## config.mk

```make
export PLATFORM = sky130hd
export DESIGN_NAME = color_freq_scanner
export DESIGN_NICKNAME = d
export VERILOG_FILES = /design/src/rtl/color_freq_scanner.sv
export SDC_FILE = /design/constraint.sdc
export NUM_CORES = 1
export LEC_CHECK = 0
export ABC_CLOCK_PERIOD_IN_PS = 2150
export CAP_MARGIN = 20
export CORE_ASPECT_RATIO = 0.5
export CORE_UTILIZATION = 45
export DETAILED_ROUTE_END_ITERATION = 10
export PLACE_DENSITY_LB_ADDON = 0.3
export SKIP_LAST_GASP = 1
export SLEW_MARGIN = 20
export SYNTH_ARGS = -nofsm -noshare
export SYNTH_HDL_FRONTEND = slang
export SYNTH_SLANG_ARGS = --single-unit
export TNS_END_PERCENT = 30
```

## constraint.sdc

```tcl
create_clock -name clock -period 2.15 [get_ports clock]
set_clock_uncertainty 0.2 [all_clocks]
set_input_delay 0.645 -clock clock [delete_from_list [all_inputs] [get_ports clock]]
set_output_delay 0.645 -clock clock [all_outputs]
set_load 0.05 [all_outputs]
```

## src/rtl/color_freq_scanner.sv

```systemverilog
// Colour-sensor frequency scanner: steps the sensor filter through red, green and blue,
// counts colorsignal edges in a fixed gate window per filter, and reports the dominant colour.
module color_freq_scanner #(
  parameter int GATE_CYCLES   = 100000,
  parameter int SETTLE_CYCLES = 1000,
  parameter int CNT_W         = 16,
  parameter int MIN_COUNT     = 50
) (
  input  logic             clock,
  input  logic             reset,
  input  logic             colorsignal,
  input  logic             enable,
  output logic             s2,
  output logic             s3,
  output logic [1:0]       top_color,
  output logic             color_valid,
  output logic [CNT_W-1:0] red_count,
  output logic [CNT_W-1:0] green_count,
  output logic [CNT_W-1:0] blue_count
);

  localparam int          TMR_MAX = (GATE_CYCLES > SETTLE_CYCLES) ? GATE_CYCLES : SETTLE_CYCLES;
  localparam int          TMR_W   = $clog2(TMR_MAX + 1);
  localparam logic [31:0] MIN_U   = MIN_COUNT;

  localparam logic [1:0] CH_RED     = 2'd0;
  localparam logic [1:0] CH_GREEN   = 2'd1;
  localparam logic [1:0] CH_BLUE    = 2'd2;
  localparam logic [1:0] COLOR_NONE = 2'd3;

  typedef enum logic [2:0] {IDLE, SETTLE, GATE, STORE, COMPARE} state_t;

  state_t             state_q, state_d;
  logic [1:0]         chan_q, chan_d;
  logic [TMR_W-1:0]   timer_q, timer_d;
  logic [CNT_W-1:0]   edge_cnt_q, edge_cnt_d;
  logic [CNT_W-1:0]   red_int_q, red_int_d, green_int_q, green_int_d, blue_int_q, blue_int_d;
  logic [CNT_W-1:0]   red_out_q, red_out_d, green_out_q, green_out_d, blue_out_q, blue_out_d;
  logic               s2_q, s2_d, s3_q, s3_d;
  logic [1:0]         top_q, top_d;
  logic               valid_q, valid_d;
  logic               sync1_q, sync2_q, prev_q;
  logic               edge_pulse;

  function automatic logic [CNT_W-1:0] sat_inc(input logic [CNT_W-1:0] v, input logic inc);
    if (inc && (v != {CNT_W{1'b1}})) return v + 1'b1;
    return v;
  endfunction

  // Ties fall to the earlier channel: red beats green beats blue.
  function automatic logic [1:0] pick_color(input logic [CNT_W-1:0] r,
                                            input logic [CNT_W-1:0] g,
                                            input logic [CNT_W-1:0] b);
    logic [CNT_W-1:0] best;
    logic [1:0]       ch;
    if (r >= g && r >= b) begin
      best = r;
      ch   = CH_RED;
    end else if (g >= b) begin
      best = g;
      ch   = CH_GREEN;
    end else begin
      best = b;
      ch   = CH_BLUE;
    end
    if (32'(best) < MIN_U) ch = COLOR_NONE;
    return ch;
  endfunction

  assign edge_pulse = sync2_q & ~prev_q;

  always_comb begin
    state_d     = state_q;
    chan_d      = chan_q;
    timer_d     = timer_q;
    edge_cnt_d  = edge_cnt_q;
    red_int_d   = red_int_q;
    green_int_d = green_int_q;
    blue_int_d  = blue_int_q;
    red_out_d   = red_out_q;
    green_out_d = green_out_q;
    blue_out_d  = blue_out_q;
    s2_d        = s2_q;
    s3_d        = s3_q;
    top_d       = top_q;
    valid_d     = 1'b0;

    case (state_q)
      IDLE: begin
        chan_d = CH_RED;
        s2_d   = 1'b0;
        s3_d   = 1'b0;
        if (enable) begin
          state_d = SETTLE;
          timer_d = '0;
        end
      end
      SETTLE: begin
        if (timer_q == TMR_W'(SETTLE_CYCLES - 1)) begin
          state_d    = GATE;
          timer_d    = '0;
          edge_cnt_d = '0;
        end else begin
          timer_d = timer_q + 1'b1;
        end
      end
      GATE: begin
        edge_cnt_d = sat_inc(edge_cnt_q, edge_pulse);
        if (timer_q == TMR_W'(GATE_CYCLES - 1)) state_d = STORE;
        else                                     timer_d = timer_q + 1'b1;
      end
      STORE: begin
        timer_d = '0;
        case (chan_q)
          CH_RED: begin
            red_int_d = edge_cnt_q;
            chan_d    = CH_GREEN;
            {s2_d, s3_d} = 2'b11;
            state_d   = SETTLE;
          end
          CH_GREEN: begin
            green_int_d = edge_cnt_q;
            chan_d      = CH_BLUE;
            {s2_d, s3_d} = 2'b01;
            state_d     = SETTLE;
          end
          default: begin
            blue_int_d = edge_cnt_q;
            state_d    = COMPARE;
          end
        endcase
      end
      COMPARE: begin
        top_d       = pick_color(red_int_q, green_int_q, blue_int_q);
        red_out_d   = red_int_q;
        green_out_d = green_int_q;
        blue_out_d  = blue_int_q;
        valid_d     = 1'b1;
        chan_d      = CH_RED;
        {s2_d, s3_d} = 2'b00;
        state_d     = SETTLE;
        timer_d     = '0;
      end
      default: state_d = IDLE;
    endcase

    // Losing enable anywhere mid-frame throws the frame away and leaves the outputs alone.
    if (!enable && state_q != IDLE) begin
      state_d     = IDLE;
      chan_d      = CH_RED;
      timer_d     = '0;
      s2_d        = 1'b0;
      s3_d        = 1'b0;
      red_int_d   = red_int_q;
      green_int_d = green_int_q;
      blue_int_d  = blue_int_q;
      red_out_d   = red_out_q;
      green_out_d = green_out_q;
      blue_out_d  = blue_out_q;
      top_d       = top_q;
      valid_d     = 1'b0;
    end
  end

  always_ff @(posedge clock) begin
    if (reset) begin
      state_q     <= IDLE;
      chan_q      <= CH_RED;
      timer_q     <= '0;
      edge_cnt_q  <= '0;
      red_int_q   <= '0;
      green_int_q <= '0;
      blue_int_q  <= '0;
      red_out_q   <= '0;
      green_out_q <= '0;
      blue_out_q  <= '0;
      s2_q        <= 1'b0;
      s3_q        <= 1'b0;
      top_q       <= COLOR_NONE;
      valid_q     <= 1'b0;
      sync1_q     <= 1'b0;
      sync2_q     <= 1'b0;
      prev_q      <= 1'b0;
    end else begin
      state_q     <= state_d;
      chan_q      <= chan_d;
      timer_q     <= timer_d;
      edge_cnt_q  <= edge_cnt_d;
      red_int_q   <= red_int_d;
      green_int_q <= green_int_d;
      blue_int_q  <= blue_int_d;
      red_out_q   <= red_out_d;
      green_out_q <= green_out_d;
      blue_out_q  <= blue_out_d;
      s2_q        <= s2_d;
      s3_q        <= s3_d;
      top_q       <= top_d;
      valid_q     <= valid_d;
      sync1_q     <= colorsignal;
      sync2_q     <= sync1_q;
      prev_q      <= sync2_q;
    end
  end

  assign s2          = s2_q;
  assign s3          = s3_q;
  assign top_color   = top_q;
  assign color_valid = valid_q;
  assign red_count   = red_out_q;
  assign green_count = green_out_q;
  assign blue_count  = blue_out_q;

endmodule

```

### Word level (Yosys, flattened, before mapping)

Cells that the tools add are included.
W data, S select, Z words.

* register bits after elaboration: 142
* bits of input ports: 4
* output and inout bits: 53
* word-level logic and storage cells: 93

* $add $sub $neg: 2
* bitwise logic cells: 4
* eq/ne operators: 15
* muxes and demuxes: 28
* reduce and logical (&&, ||, !) cells: 23
* order comparisons: 4

Operators with widths (count)
* $mux W16: 6
* $pmux W17 S4: 1
* $mux W17: 3
* $ge A16 B16 Y1: 3
* $pmux W16 S2: 1
* $reduce_and A3 Y1: 6
* $add A17 B1 Y17 const B: 1
* $eq A17 B10 Y1 const B: 1
* $eq A17 B17 Y1 const B: 1
* $add A16 B1 Y16 const B: 1
* $lt A16 B6 Y1 const B: 1
* $ne A16 B16 Y1 const B: 1
* $pmux W3 S5: 1
* $mux W3: 4
* $ne A2 B2 Y1 const B: 6
* $pmux W2 S2: 2
* $reduce_or A2 Y1: 4
* $eq A3 B2 Y1 const B: 2
* $mux W2: 3
* $pmux W1 S2: 3
* $reduce_and A2 Y1: 3
* $mux W1: 4
* $reduce_bool A2 Y1: 2
* $reduce_bool A4 Y1: 1
* 11 further kinds: 15

### Longest topological paths before layout

Gate-level depths: netlist of run 1.

* depth in word-level cells: 7
* gate-level depth with buffers: 8
* mapped depth without buffers: 8

### Worst setup path after synthesis of run 1

OpenSTA, ideal clock, no wires.

* path kind: register -> register
* from: register green_int_q[10]
* to: register top_q[1], in the netlist top_color[1]
* required time: 1.864 ns
* period minus slack after synthesis: 2.262 ns
* slack: -0.112 ns
* data arrival time: 1.976 ns
* cell stages (with the launch flop): 9
* cell sequence: dfxtp_1 inv_1 ha_1 a21o_1 a221oi_1 o21ai_0 a2111o_1 and4_1 a211oi_1

* cells in the longest elaborated chain, start to end: 6
* elaborated cells between the ends (all ways): 10
* classes of those cells: order compare: 3; mux: 6; reduce/logical: 1

RTL lines
* start: declaration: line 37 `logic [CNT_W-1:0] red_int_q, red_int_d, green_int_q, green_int_d, blue_int_q, blue_int_d;`
* start signal: assignment: line 190 `green_int_q <= green_int_d;`
* $ge A16 B16 Y1, on equally long branches: line 59, 56
* $mux W16 / $logic_and A1 B1 Y1 (equally long branches): line 59, 56
* $mux W16: line 56 `if (r >= g && r >= b) begin`
* $mux W16: line 88 `case (state_q)`
* $lt A16 B6 Y1: line 66 `if (32'(best) < MIN_U) ch = COLOR_NONE;`
* $mux W2 (*): line 66
* end signal: assignment: line 197 `top_q <= top_d;`
* end: declaration: line 40 `logic [1:0] top_q, top_d;`

Every way passes the cells marked *; elsewhere a longest branch is shown, timed or not. The select of a mux whose other input is x is not followed.
A chain may end at the register's enable or synchronous reset.

### Worst setup path after layout of run 1

* from: register red_int_q[10]
* to: register top_q[0], in the netlist top_color[0]

* cells in the longest elaborated chain, start to end: 6
* elaborated cells between the ends (all ways): 8
* classes of those cells: order compare: 3; mux: 4; reduce/logical: 1

RTL lines
* start: declaration: line 37
* start signal: assignment: line 189 `red_int_q <= red_int_d;`
* $ge A16 B16 Y1: line 56
* $logic_and A1 B1 Y1: line 56
* $mux W16: line 56
* $mux W16: line 88
* $lt A16 B6 Y1: line 66
* $mux W2 (*): line 66

Marked as above.

==> flow_metrics.tcl, run 1 <==
set metrics [dict create \
    drv_cap 0 \
    crit_fanout 3 \
    hp-class "register to register" \
    violations "negative setup slack" \
    drt-initial-drc-count 590 \
    startpoint "red_int_q[10]" \
    hold_viol 0 \
    busiest_layer "met2" \
    synth_top_family_by_area "simple AND/OR/NAND/NOR gates" \
    arrival_ns 2.43 \
    drc 0 \
    die_w_um 177.0 \
    htreeDepth 4 \
    synthSimpleGateAreaFrac_pct 23.31 \
    synth_mux_area_share_pct 0.8721 \
    hold_buffers 0 \
    peakVddDrop_mv 0.5406 \
    worstHoldStart "sync1_q" \
    synth_area_per_cell_um2 8.159 \
    insertion_delay_ns 0.42 \
    grt_use_met3_pct 4.932 \
    clk_pin_slew_ns 0.07 \
    synth_cells 844 \
    antenna_found_initial 0 \
    io_buffer_count 56 \
    gr-total-overflow 0 \
    stdcell_count 1210 \
    ys_dominant_reg_cell "dfxtp_1" \
    reg2reg_to "top_color[0]" \
    ys_seq_elements 141 \
    setup.worst_path.end "top_color[0]" \
    fin_hold_ws_ns 0.2434 \
    use_met2_pct 41.73 \
    drive_gt1_share_pct 30.04 \
    setup.worst_path.end_class "register" \
    setup_tns_ns -1.869 \
    clock.fmax_ghz 0.4364 \
    tritoncts "built" \
    ys_warn_count 0 \
    dpl_worst_slack_ns -0.3390 \
    ys_types 60 \
    wl_per_cell_um 16.70 \
    coreArea_um2 14700 \
    period_needed_ns 2.292 \
    start_util_pct 46.85 \
    synth-compound-area-share_pct 17.24 \
    hpwl_um 13830 \
    synth_area_um2 6887 \
    setup_viol 26 \
    layout_common_cells "nand2_1 (194), buf_4 (165), dfxtp_1 (121), a21oi_1 (112), nor2_1 (50)" \
    leakage_uw 0.003618 \
    grtUsageTotal_pct 26.31 \
    placed_cells 1167 \
    syn-num-nets 898 \
    reg2reg_depth 7 \
    async_reset_ff_share_pct 0 \
    synth_xor_area_share_pct 3.307 \
    ios 57 \
    slew_violations 0 \
    drt-pass1-iter-count 6 \
    worstPathRequired_ns 2.29 \
    via_count 6545 \
    gp_congestion 0.9865 \
    finalNetCount 1053 \
    gr-usage-met1_pct 35.67 \
    cts_buffers 17 \
    rsz0062_at_grt "true" \
    cts.sinks 141 \
    avgViaCountPerCell 5.409 \
    grt_pass1_wl_um 31710 \
    synth-edff-count 0 \
    setup_ws_ns -0.1415 \
    root_buffer "clkbuf_16" \
    antenna_cells 0 \
    layout_commonest_cell "nand2_1" \
    die_h_um 89.48 \
    max_slew_margin_pct 49.33 \
    r2r_setup_slack_ns -0.14 \
    ys_seq_area_share_pct 40.99 \
    status "complete, but fails checks" \
    worst_pin_slew_ns 0.7506 \
    powerDensity_nw_per_um2 599.3 \
    crit_type "register to register" \
    wl_um 20210 \
    synthAdderAreaFrac_pct 9.084 \
    min_period_over_period_pct 106.6 \
    grt_max_degree 51 \
    ant_nets 0 \
    first_global_vias 6130 \
    timing.rr.start "red_int_q[10]" \
    fillers 1184 \
    cts_buffer_depth 2 \
    row_count 31 \
    cp-start-kind "register" \
    syn_to_final_growth_pct 37.26 \
    fp.dieArea_um2 15830 \
]
==> power breakdown <==
| group | internal, uW | switching, uW |
|---|---|---|
| Sequential | 2610 | 2.54 |
| Clock | 1710 | 1230 |
| Combinational | 36.2 | 69.7 |
| Total | 4360 | 1310 |
==> worst max-delay path, cell delays in order (launching register included) <==
cell,delay (ns)
dfxtp_2,0.42
ha_4,0.23
a21o_1,0.16
a221oi_2,0.28
o21ai_1,0.11
a2111o_1,0.47
and4_4,0.22
a211oi_2,0.13
==> cell type report <==
class                           instances  area [um^2]  area share [%]
Clock buffer                           20        466.7           4.937
Multi-Input combinational cell        618         4055           42.90
Sequential cell                       141         2863           30.28
Timing Repair Buffer                  185         1560           16.51
Inverter                               36        137.6           1.456
Clock inverter                         12        122.6           1.297
Tap cell                              198        247.7           2.621
==> worst min path at each step <==
stage / endpoint / slack, ns / cells after the start
6_report: sync2_q / 0.24 / 1
5_1_grt: sync2_q / 0.27 / 1
4_1_cts: sync2_q / 0.25 / 1
3_5_place_dp: sync2_q / 0.24 / 1
3_3_place_gp: sync2_q / 0.23 / 1
2_1_floorplan: sync2_q / 0.21 / 1
==> routing by layer <==
metal / wire, um / part of all wire (%)
met5: 0 / 0
met4: 574 / 2.8
met3: 1408 / 7.0
met2: 8941 / 44
met1: 9284 / 46
==> synthesized netlist by cell type (all sizes together) (5+ instances only) <==
cell type  number  area [um^2]
nand2         194        728.2
dfxtp         141         2823
a21oi         119        595.6
nor2           52        202.7
ha             50        625.6
clkbuf         41        166.4
inv            36        135.1
nand3          33        165.2
xnor2          20        175.2
nand4          12        75.07
o21ai          12        82.58
nor4           11        83.83
a211oi         10        90.09
a21o            9        68.82
a2111oi         8        126.4
buf             8        56.29
nor2b           8        50.05
nor3            8        40.04
and3            7        45.05
mux2i           6        60.06
nand2b          6        37.54
o21bai          6        45.04
xor2            6        52.55
and4            5        43.79
==> registers in the layout (all words and copies together) (netlist names), 2 cells and up <==
name / flops
edge_cnt_q: 16
blue_count: 16
green_count: 16
red_count: 16
chan_q: 2
state_q: 3
green_int_q: 16
timer_q: 17
red_int_q: 16
top_color: 2
blue_int_q: 16
==> what timing repair did <==
| action | CTS | global route |
|---|---|---|
| setup endpoints to repair | 31 | 67 |
| resized for setup | 46 | 39 |
| gates cloned | 0 | 1 |
| setup buffers | 7 | 3 |
| pin swaps | 21 | 20 |
==> through the flow <==
step	cell area [um^2]	total power (uW)	utilization (%)
floorplan	6895	2740	-
global route	9453	5814	64.30
detailed placement	8372	2776	56.95
finish	9453	5665	64.30
CTS	9266	5680	63.04
global placement	8372	2774	56.95
==> logic make-up (layout without fill, tap and decap cells) <==
logic type                 Yosys count  in the layout
AOI/OAI and AO/OA                  185            185
adders and majority gates           50             50
muxes                                6              6
xor gates and xnor gates            26             26
buffers and inverters               85            253
and+or+nand+nor                    351            351
DFF                                141            141
(Power assumes the default switching activity.)
==> run 2: changes to the inputs <==
CTS_BUF_LIST = sky130_fd_sc_hd__clkbuf_4 sky130_fd_sc_hd__clkbuf_8   (was not set)
==> run 2 against run 1 <==
Highest routed layer unchanged; the run still ends with negative setup slack left; utilization down 1.0 points; largest power group is now registers; sequential share of layout area up 0.49 points; first-iteration DRC count down 26%; sequential cell count unchanged; non-clock buffer count up 4; maximum frequency about the same; hold slack better by 0.0072 ns; clock power down 27%; largest cell class unchanged; critical endpoint is now top_color[1]; routed wire length down 1.9%.
==> flow_metrics.tcl, run 2 (synthesis results as in run 1) <==
set metrics [dict create \
    cp-start-kind "register" \
    path_buf_inv 0 \
    antenna_found_initial 0 \
    top_register "timer_q" \
    gp_congestion 0.9865 \
    fin_hold_ws_ns 0.2506 \
    ios 57 \
    clk_pin_slew_ns 0.09 \
    leakage_uw 0.003547 \
    grtUsageTotal_pct 26.15 \
    hold_viol 0 \
    clock.fmax_ghz 0.4365 \
    die_h_um 89.48 \
    die_w_um 177.0 \
    insertion_delay_ns 0.44 \
    finalNetCount 1057 \
    startpoint "red_int_q[11]" \
    cts.sinks 141 \
    setup_tns_ns -2.341 \
    hpwl_um 13830 \
    gr-total-overflow 0 \
    drive_gt1_share_pct 30.41 \
    fin_area_um2 9306 \
    io_buffer_count 56 \
    drt-initial-drc-count 438 \
    tritoncts "built" \
    hold_buffers 0 \
    violations "negative setup slack" \
    slew_violations 0 \
    path_cells "ha_4, and4_1, a32oi_1, o211ai_1, a2111o_1, a21boi_2, a211oi_2" \
    via_count 6575 \
    drt-pass1-iter-count 5 \
    layout_commonest_cell "nand2_1" \
    layout_common_cells "nand2_1 (194), buf_4 (168), dfxtp_1 (120), a21oi_1 (113), nor2_1 (49)" \
    coreArea_um2 14700 \
    period_needed_ns 2.291 \
    setup.worst_path.end_class "register" \
    max_slew_margin_pct 47.62 \
    syn_to_final_growth_pct 35.14 \
    setup_viol 30 \
    hp-class "register to register" \
    min_period_over_period_pct 106.5 \
    first_global_vias 6111 \
    setup_ws_ns -0.1407 \
    root_buffer "clkbuf_8" \
    crit_type "register to register" \
    drv_cap 0 \
    largest_reg_flops 17 \
    grt_max_degree 51 \
    worstPathRequired_ns 2.28 \
    arrival_ns 2.42 \
    ant_nets 0 \
    placed_cell_area_um2 8372 \
    row_count 31 \
    crit_family "compound AO/OA/AOI/OAI gates" \
    status "complete, but fails checks" \
    fp.dieArea_um2 15830 \
    start_util_pct 46.85 \
    cts_buffers 17 \
    avgViaCountPerCell 5.416 \
    htreeDepth 4 \
    crit_slowest_cell "a2111o_1" \
    wl_per_cell_um 16.34 \
    crit_fanout 3 \
    peakVddDrop_mv 0.3202 \
    max_stage_delay_ns 0.52 \
    antenna_cells 0 \
    drc 0 \
    worst_pin_slew_ns 0.7759 \
    timing.rr.start "red_int_q[11]" \
    wl_um 19830 \
    rsz0062_at_grt "true" \
    powerDensity_nw_per_um2 524.4 \
    worstHoldStart "sync1_q" \
    grt_pass1_wl_um 31610 \
    cts_buffer_depth 2 \
]
[run 2: changes by cell type in the layout (fill, tap and decap cells not counted), sizes merged]
cell  delta
buf      +4
[run 2: final cells by class]
class | count | area, um^2
Timing Repair Buffer | 189 | 1585
Clock buffer | 20 | 275.3
Sequential cell | 141 | 2864
Multi-Input combinational cell | 618 | 4074
Tap cell | 198 | 247.7
Clock inverter | 12 | 122.6
Fill cell | 1201 | 5394
Inverter | 36 | 137.6
[run 2: what timing repair did]
action / in CTS / in global routing
buffers inserted: 10 / 6
gates cloned: 0 / 1
endpoints found under the setup margin: 31 / 67
pin swaps: 21 / 27
resized for setup: 45 / 47
[run 2: worst paths after layout]
| path | cells past startpoint | endpoint | slack, ns |
|---|---|---|---|
| min | 1 | sync2_q | 0.25 |
| max | 7 | top_color[1] | -0.14 |
| max reg2reg | 7 | top_color[1] | -0.14 |
| min reg2reg | 1 | sync2_q | 0.25 |
[run 2: power breakdown]
group	internal [uW]	switching (uW)
logic	36.2	70.7
clock network	1040	1130
registers	2610	2.53
total	3680	1200
[run 2: routing by layer]
layer	GRT usage (%)	share of wire, %
met5	0	0
met4	11.36	2.6
met3	5.782	7.9
met2	40.77	44
met1	35.07	46
[run 2: per-stage QoR]
stage	total power, uW	util, %	std cells	setup slack (ns)
finish	4880	63.31	1214	-0.1407
global route	5041	63.31	1214	-0.2143
detailed placement	2776	56.95	1167	-0.3390
floorplan	2740	-	844	-0.02041
global placement	2774	56.95	1167	-0.2659
CTS	4908	61.88	1209	-0.1424
